### src/rtl/seq_divider.sv
// Restoring shift-and-subtract divider retiring one quotient bit per clock.
// Optional macro DIV_SIGNED_EN: two's-complement operands with a FIX sign-correction state.
module seq_divider #(
    parameter int WIDTH = 8
) (
    input  logic             clk,
    input  logic             rst,
    input  logic             start,
    input  logic [WIDTH-1:0] dividend,
    input  logic [WIDTH-1:0] divisor,
    output logic             busy,
    output logic             done,
    output logic [WIDTH-1:0] q,
    output logic [WIDTH-1:0] r,
    output logic             dbz
);
    localparam int CW = $clog2(WIDTH);

    typedef enum logic [1:0] {S_IDLE, S_RUN, S_FIX, S_DONE} state_t;

    state_t           state_q, state_d;
    logic [CW-1:0]    cnt_q, cnt_d;
    logic [WIDTH-1:0] rem_q, rem_d;
    logic [WIDTH-1:0] quo_q, quo_d;
    logic [WIDTH-1:0] dvs_q, dvs_d;
    logic [WIDTH-1:0] q_q, q_d;
    logic [WIDTH-1:0] r_q, r_d;
    logic             dbz_q, dbz_d;
`ifdef DIV_SIGNED_EN
    logic             qneg_q, qneg_d;
    logic             rneg_q, rneg_d;
`endif

    logic             accept, last, div_zero, ge;
    logic [WIDTH:0]   shifted;
    logic [WIDTH-1:0] rem_nx, quo_nx, dvd_mag, dvs_mag;

    // rem is held in WIDTH bits: it always stays below the divisor, so the
    // extra restoring bit only exists in the shifted trial value.
    always_comb begin
        accept   = start && (state_q == S_IDLE || state_q == S_DONE);
        last     = (cnt_q == CW'(WIDTH - 1));
        div_zero = (divisor == '0);
        shifted  = {rem_q, quo_q[WIDTH-1]};
        ge       = (shifted >= {1'b0, dvs_q});
        rem_nx   = ge ? WIDTH'(shifted - {1'b0, dvs_q}) : shifted[WIDTH-1:0];
        quo_nx   = {quo_q[WIDTH-2:0], ge};
`ifdef DIV_SIGNED_EN
        dvd_mag  = dividend[WIDTH-1] ? -dividend : dividend;
        dvs_mag  = divisor[WIDTH-1]  ? -divisor  : divisor;
`else
        dvd_mag  = dividend;
        dvs_mag  = divisor;
`endif
    end

    always_ff @(posedge clk or posedge rst) begin
        if (rst) state_q <= S_IDLE;
        else     state_q <= state_d;
    end

    always_comb begin
        state_d = state_q;
        case (state_q)
            S_IDLE, S_DONE: begin
                if (accept) state_d = div_zero ? S_DONE : S_RUN;
                else        state_d = S_IDLE;
            end
            S_RUN: begin
`ifdef DIV_SIGNED_EN
                if (last) state_d = S_FIX;
`else
                if (last) state_d = S_DONE;
`endif
            end
            S_FIX:   state_d = S_DONE;
            default: state_d = S_IDLE;
        endcase
    end

    always_comb begin
        cnt_d  = cnt_q;
        rem_d  = rem_q;
        quo_d  = quo_q;
        dvs_d  = dvs_q;
        q_d    = q_q;
        r_d    = r_q;
        dbz_d  = dbz_q;
`ifdef DIV_SIGNED_EN
        qneg_d = qneg_q;
        rneg_d = rneg_q;
`endif
        if (accept) begin
            cnt_d = '0;
            rem_d = '0;
            quo_d = dvd_mag;
            dvs_d = dvs_mag;
`ifdef DIV_SIGNED_EN
            qneg_d = dividend[WIDTH-1] ^ divisor[WIDTH-1];
            rneg_d = dividend[WIDTH-1];
`endif
            if (div_zero) begin
                q_d   = '1;
                r_d   = dividend;
                dbz_d = 1'b1;
            end
        end else if (state_q == S_RUN) begin
            cnt_d = cnt_q + CW'(1);
            rem_d = rem_nx;
            quo_d = quo_nx;
`ifndef DIV_SIGNED_EN
            if (last) begin
                q_d   = quo_nx;
                r_d   = rem_nx;
                dbz_d = 1'b0;
            end
`endif
        end
`ifdef DIV_SIGNED_EN
        else if (state_q == S_FIX) begin
            q_d   = qneg_q ? -quo_q : quo_q;
            r_d   = rneg_q ? -rem_q : rem_q;
            dbz_d = 1'b0;
        end
`endif
    end

    always_ff @(posedge clk or posedge rst) begin
        if (rst) begin
            cnt_q  <= '0;
            rem_q  <= '0;
            quo_q  <= '0;
            dvs_q  <= '0;
            q_q    <= '0;
            r_q    <= '0;
            dbz_q  <= 1'b0;
`ifdef DIV_SIGNED_EN
            qneg_q <= 1'b0;
            rneg_q <= 1'b0;
`endif
        end else begin
            cnt_q  <= cnt_d;
            rem_q  <= rem_d;
            quo_q  <= quo_d;
            dvs_q  <= dvs_d;
            q_q    <= q_d;
            r_q    <= r_d;
            dbz_q  <= dbz_d;
`ifdef DIV_SIGNED_EN
            qneg_q <= qneg_d;
            rneg_q <= rneg_d;
`endif
        end
    end

    always_comb begin
        busy = (state_q == S_RUN) || (state_q == S_FIX);
        done = (state_q == S_DONE);
        q    = q_q;
        r    = r_q;
        dbz  = dbz_q;
    end

endmodule

### config.mk
export PLATFORM = sky130hd
export DESIGN_NAME = seq_divider
export DESIGN_NICKNAME = d
export VERILOG_FILES = /design/src/rtl/seq_divider.sv
export SDC_FILE = /design/constraint.sdc
export NUM_CORES = 1
export LEC_CHECK = 0
export ABC_AREA = 1
export ABC_CLOCK_PERIOD_IN_PS = 3050
export BUFFER_PORTS_ARGS = -buffer_cell sky130_fd_sc_hd__buf_4
export CAP_MARGIN = 10
export CORE_ASPECT_RATIO = 1.2
export CORE_MARGIN = 3
export CORE_UTILIZATION = 62
export DETAILED_ROUTE_END_ITERATION = 8
export PLACE_DENSITY = 0.85
export RECOVER_POWER = 25
export SLEW_MARGIN = 0
export SYNTH_ARGS = -nofsm -noshare
export SYNTH_HDL_FRONTEND = slang
export SYNTH_SLANG_ARGS = --single-unit
### constraint.sdc
create_clock -name clk -period 3.05 [get_ports clk]
set_clock_uncertainty 0.2 [all_clocks]
set_input_delay 0.305 -clock clk [delete_from_list [all_inputs] [get_ports clk]]
set_output_delay 0.305 -clock clk [all_outputs]
set_load 0.05 [all_outputs]
==> run_results.csv <==
group,metric,value,unit
clock_network,numCtsBuffers,5,
finish,final_area,0.003079,mm^2
finish,final_cells,446,
synthesis,synth_edf_count,0,
synthesis,synth_top_family_by_area,"simple AND/OR/NAND/NOR gates",
place,portBuffers,37,
synthesis,ys_seq_area_frac,0.4251,
critical_path,ff2ff_setup_slack,560,ps
synthesis,synth_mux_area_frac,0,
critical_path,critPathLaunchType,"register",
drt,route.detailed.drc,0,
timing,rsz0062_at_grt,"false",
critical_path,crit_buf_inv,4,
floorplanning,start_util,0.6658,
place,dp.cells,437,
critical_path,critPathKind,"reg -> reg",
clock_network,clkSlewWorstSetupHoldPaths,90,ps
drt,routed_via_density,5.406,
place,place_hpwl,4.638,mm
floorplanning,io_pins,38,
synthesis,async_flop_share,1.000,
clock_network,post_cts_resized,0,
drt,first_pass_iters,5,
timing,final.min_clock_period,2495,ps
worst_hold_path,hp-start,"divisor[6]",
timing,period_share,0.8179,
critical_path,rr_endpoint,"r[1]$_DFFE_PP0P_",
timing,max_freq,0.4009,GHz
drt,drt_wl_total,6.172,mm
clock_network,cts_tree,"built",
critical_path,critPathArrivalTime,2500,ps
worst_hold_path,whs_path_depth,3,
critical_path,max_stage_delay,410,ps
global_routing,grt_pass1_vias,2300,
synthesis,yosys_most_used_dff,"dfrtp_1",
synthesis,synth_cells,354,
worst_hold_path,hold-path-endpoint,"dvs_q[6]$_DFFE_PP0P_",
synthesis,ys_ff_latch,46,
synthesis,synth-xor-area-share,0.01294,
timing,setup_ws,555.5,ps
critical_path,startpoint,"state_q[0]$_DFFE_PP0P_",
timing,slew_viol_final,0,
place,place.gp.congestion,0.9201,
floorplanning,rows,25,
floorplanning,dieArea,0.005199,mm^2
floorplanning,core,0.004066,mm^2
critical_path,crit_chain,"ha_1 > nand2_1 > inv_4 > nor2_8 > inv_4 > nand2_4 > inv_2 > or2_2 > nand2_1 > inv_1",
finish,fillers,310,
floorplanning,fp.dieH,78.39,um
clock_network,clockBufferDepth,2,
finish,fin_nets,423,
critical_path,worstPathRequired,3060,ps
global_routing,grt_pass1_wl,10.58,mm
clock_network,htreeDepth,2,
critical_path,cp_top_family,"simple AND/OR/NAND/NOR gates",
critical_path,endpoint_kind,"register",
drt,routedWlPerCell,13.84,um
global_routing,antenna_found_initial,0,
job,drv_cap,0,
floorplanning,die_width,66.33,um
clock_network,cts_root_buf,"clkbuf_8",
finish,num_antenna_cells,0,
timing,worst_pin_slew,823.9,ps
timing,relSlewSlack,0.4473,
synthesis,yosys.area_share.simple,0.3101,
synthesis,synth_compound_area_frac,0.07810,
critical_path,reg2reg_from,"state_q[0]$_DFFE_PP0P_",
place,place_area,0.003002,mm^2
synthesis,synth_area_per_cell,7.649,um^2
global_routing,grt-ovfl-total,0,
synthesis,ys.warnings.count,0,
drt,vias,2411,
outcome,status,"completed",
timing,hold_viol_final,0,
finish,area_delta_synth_final,13.72,%
drt,drt-initial-drc-count,214,
timing,setup_viol,0,
clock_network,cts.sinks,46,
critical_path,cp_max_fo,22,
synthesis,netlist-cell-type-count,31,
global_routing,track_usage,0.2655,
place,post-place-ws,722.0,ps
clock_network,cts_setup_buffers,0,
drt,ant_nets,0,
clock_network,worstSkewPairLatency,300,ps
timing,fin_tns_setup,0,ps
critical_path,cpMaxStageDelayCell,"dfrtp_1",
synthesis,synth_fa_ha_area_frac,0.06285,
synthesis,synth_nets,386,
global_routing,grt_start_max_net_pins,34,
worst_hold_path,hp-class,"in -> reg",
synthesis,netlist_area,0.002708,mm^2
finish,drive_above_1_share,0.1480,
critical_path,r2r_cells,10,
flip-flops by register name (all words and copies together) (netlist names):
register and count:
dvs_q 8, q 8, quo_q 8, r 8, rem_q 8, cnt_q 3, state_q 2, dbz 1
cells in the final DEF (no fill, tap or decap), drive strengths merged, types with 6 or more instances in the layout:
cell / n
nand2: 98
inv: 58
dfrtp: 46
buf: 36
nor2: 34
nand3: 31
o21ai: 16
ha: 12
nand4: 11
a31oi: 10
clkbuf: 10
or2: 8
a21oi: 6
synthesized netlist by cell type, types with 2 or more instances:
cell | instances | area (um^2)
nand3_2 | 2 | 20.02
nand3_1 | 29 | 145.1
nor2_1 | 31 | 116.4
nor2_2 | 2 | 12.51
xnor2_1 | 3 | 26.28
inv_1 | 56 | 210.2
a21oi_1 | 6 | 30.03
or2_0 | 7 | 43.79
ha_1 | 12 | 150.1
nor3_1 | 2 | 10.01
nand2_1 | 93 | 349.1
dfrtp_1 | 46 | 1151
nand2_2 | 3 | 18.77
buf_6 | 3 | 33.78
a31oi_1 | 10 | 62.56
o21ai_0 | 16 | 80.08
clkbuf_1 | 2 | 7.510
inv_4 | 2 | 12.51
nand4_1 | 10 | 62.56
buf_2 | 5 | 25.02
o211ai_1 | 3 | 22.52
nand2_4 | 2 | 22.52
logic make-up (layout without fill, tap and decap cells):
kind of cell	Yosys count	count (layout)
XOR/XNOR	4	4
adder cells (fa/ha/maj)	13	13
AND/OR/NAND/NOR	184	184
AO/OA/AOI/OAI	37	37
buffers and inverters	70	108
flip-flops	46	46
repair_timing:
action	CTS	global route
setup endpoints to repair	0	0
endpoints found under the hold margin	23	0
hold buffers	1	0
layer usage:
layer	vias up	global-route usage	part of all wire
li1	1191	-	-
met1	1116	0.3465	0.42
met2	85	0.4350	0.51
met3	19	0.04864	0.046
met4	0	0.09959	0.027
met5	-	0	0
worst register-to-register path, delay by kind of cell, from the launching register on:
family / cells / cell delay (ps)
flip-flops: 1 / 410
adder cells (fa/ha/maj): 1 / 320
buffers and inverters: 4 / 490
AND/OR/NAND/NOR: 5 / 1000
worst max-delay path by stage:
stage                  endpoint  slack (ps)  cells past startpoint
2_1_floorplan  r[0]$_DFFE_PP0P_        1160                     11
3_3_place_gp   r[1]$_DFFE_PP0P_         780                     10
3_5_place_dp   r[1]$_DFFE_PP0P_         720                     10
4_1_cts        r[1]$_DFFE_PP0P_         710                     10
5_1_grt        r[1]$_DFFE_PP0P_         360                     10
6_report       r[1]$_DFFE_PP0P_         560                     10
metrics by stage:
| step | utilization | hold slack, ps |
|---|---|---|
| after floorplan | - | 226.0 |
| after global placement | 0.7382 | 206.2 |
| after detailed placement | 0.7382 | 212.1 |
| after CTS | 0.7618 | 21.34 |
| after global routing | 0.7572 | 37.16 |
| final | 0.7572 | 26.41 |
layout make-up:
cell class,instances,area [um^2],share of cell area
clock buffer,6,72.57,0.02357
timing repair buffer,41,299.0,0.09712
multi-input combinational,238,1249,0.4055
tap,54,67.56,0.02194
sequential,46,1151,0.3738
inverter,59,226.5,0.07355
clock inverter,2,13.76,0.004470
Power is not shown: default switching activity piles up to over one toggle a cycle in this logic, so the estimate is an artifact.
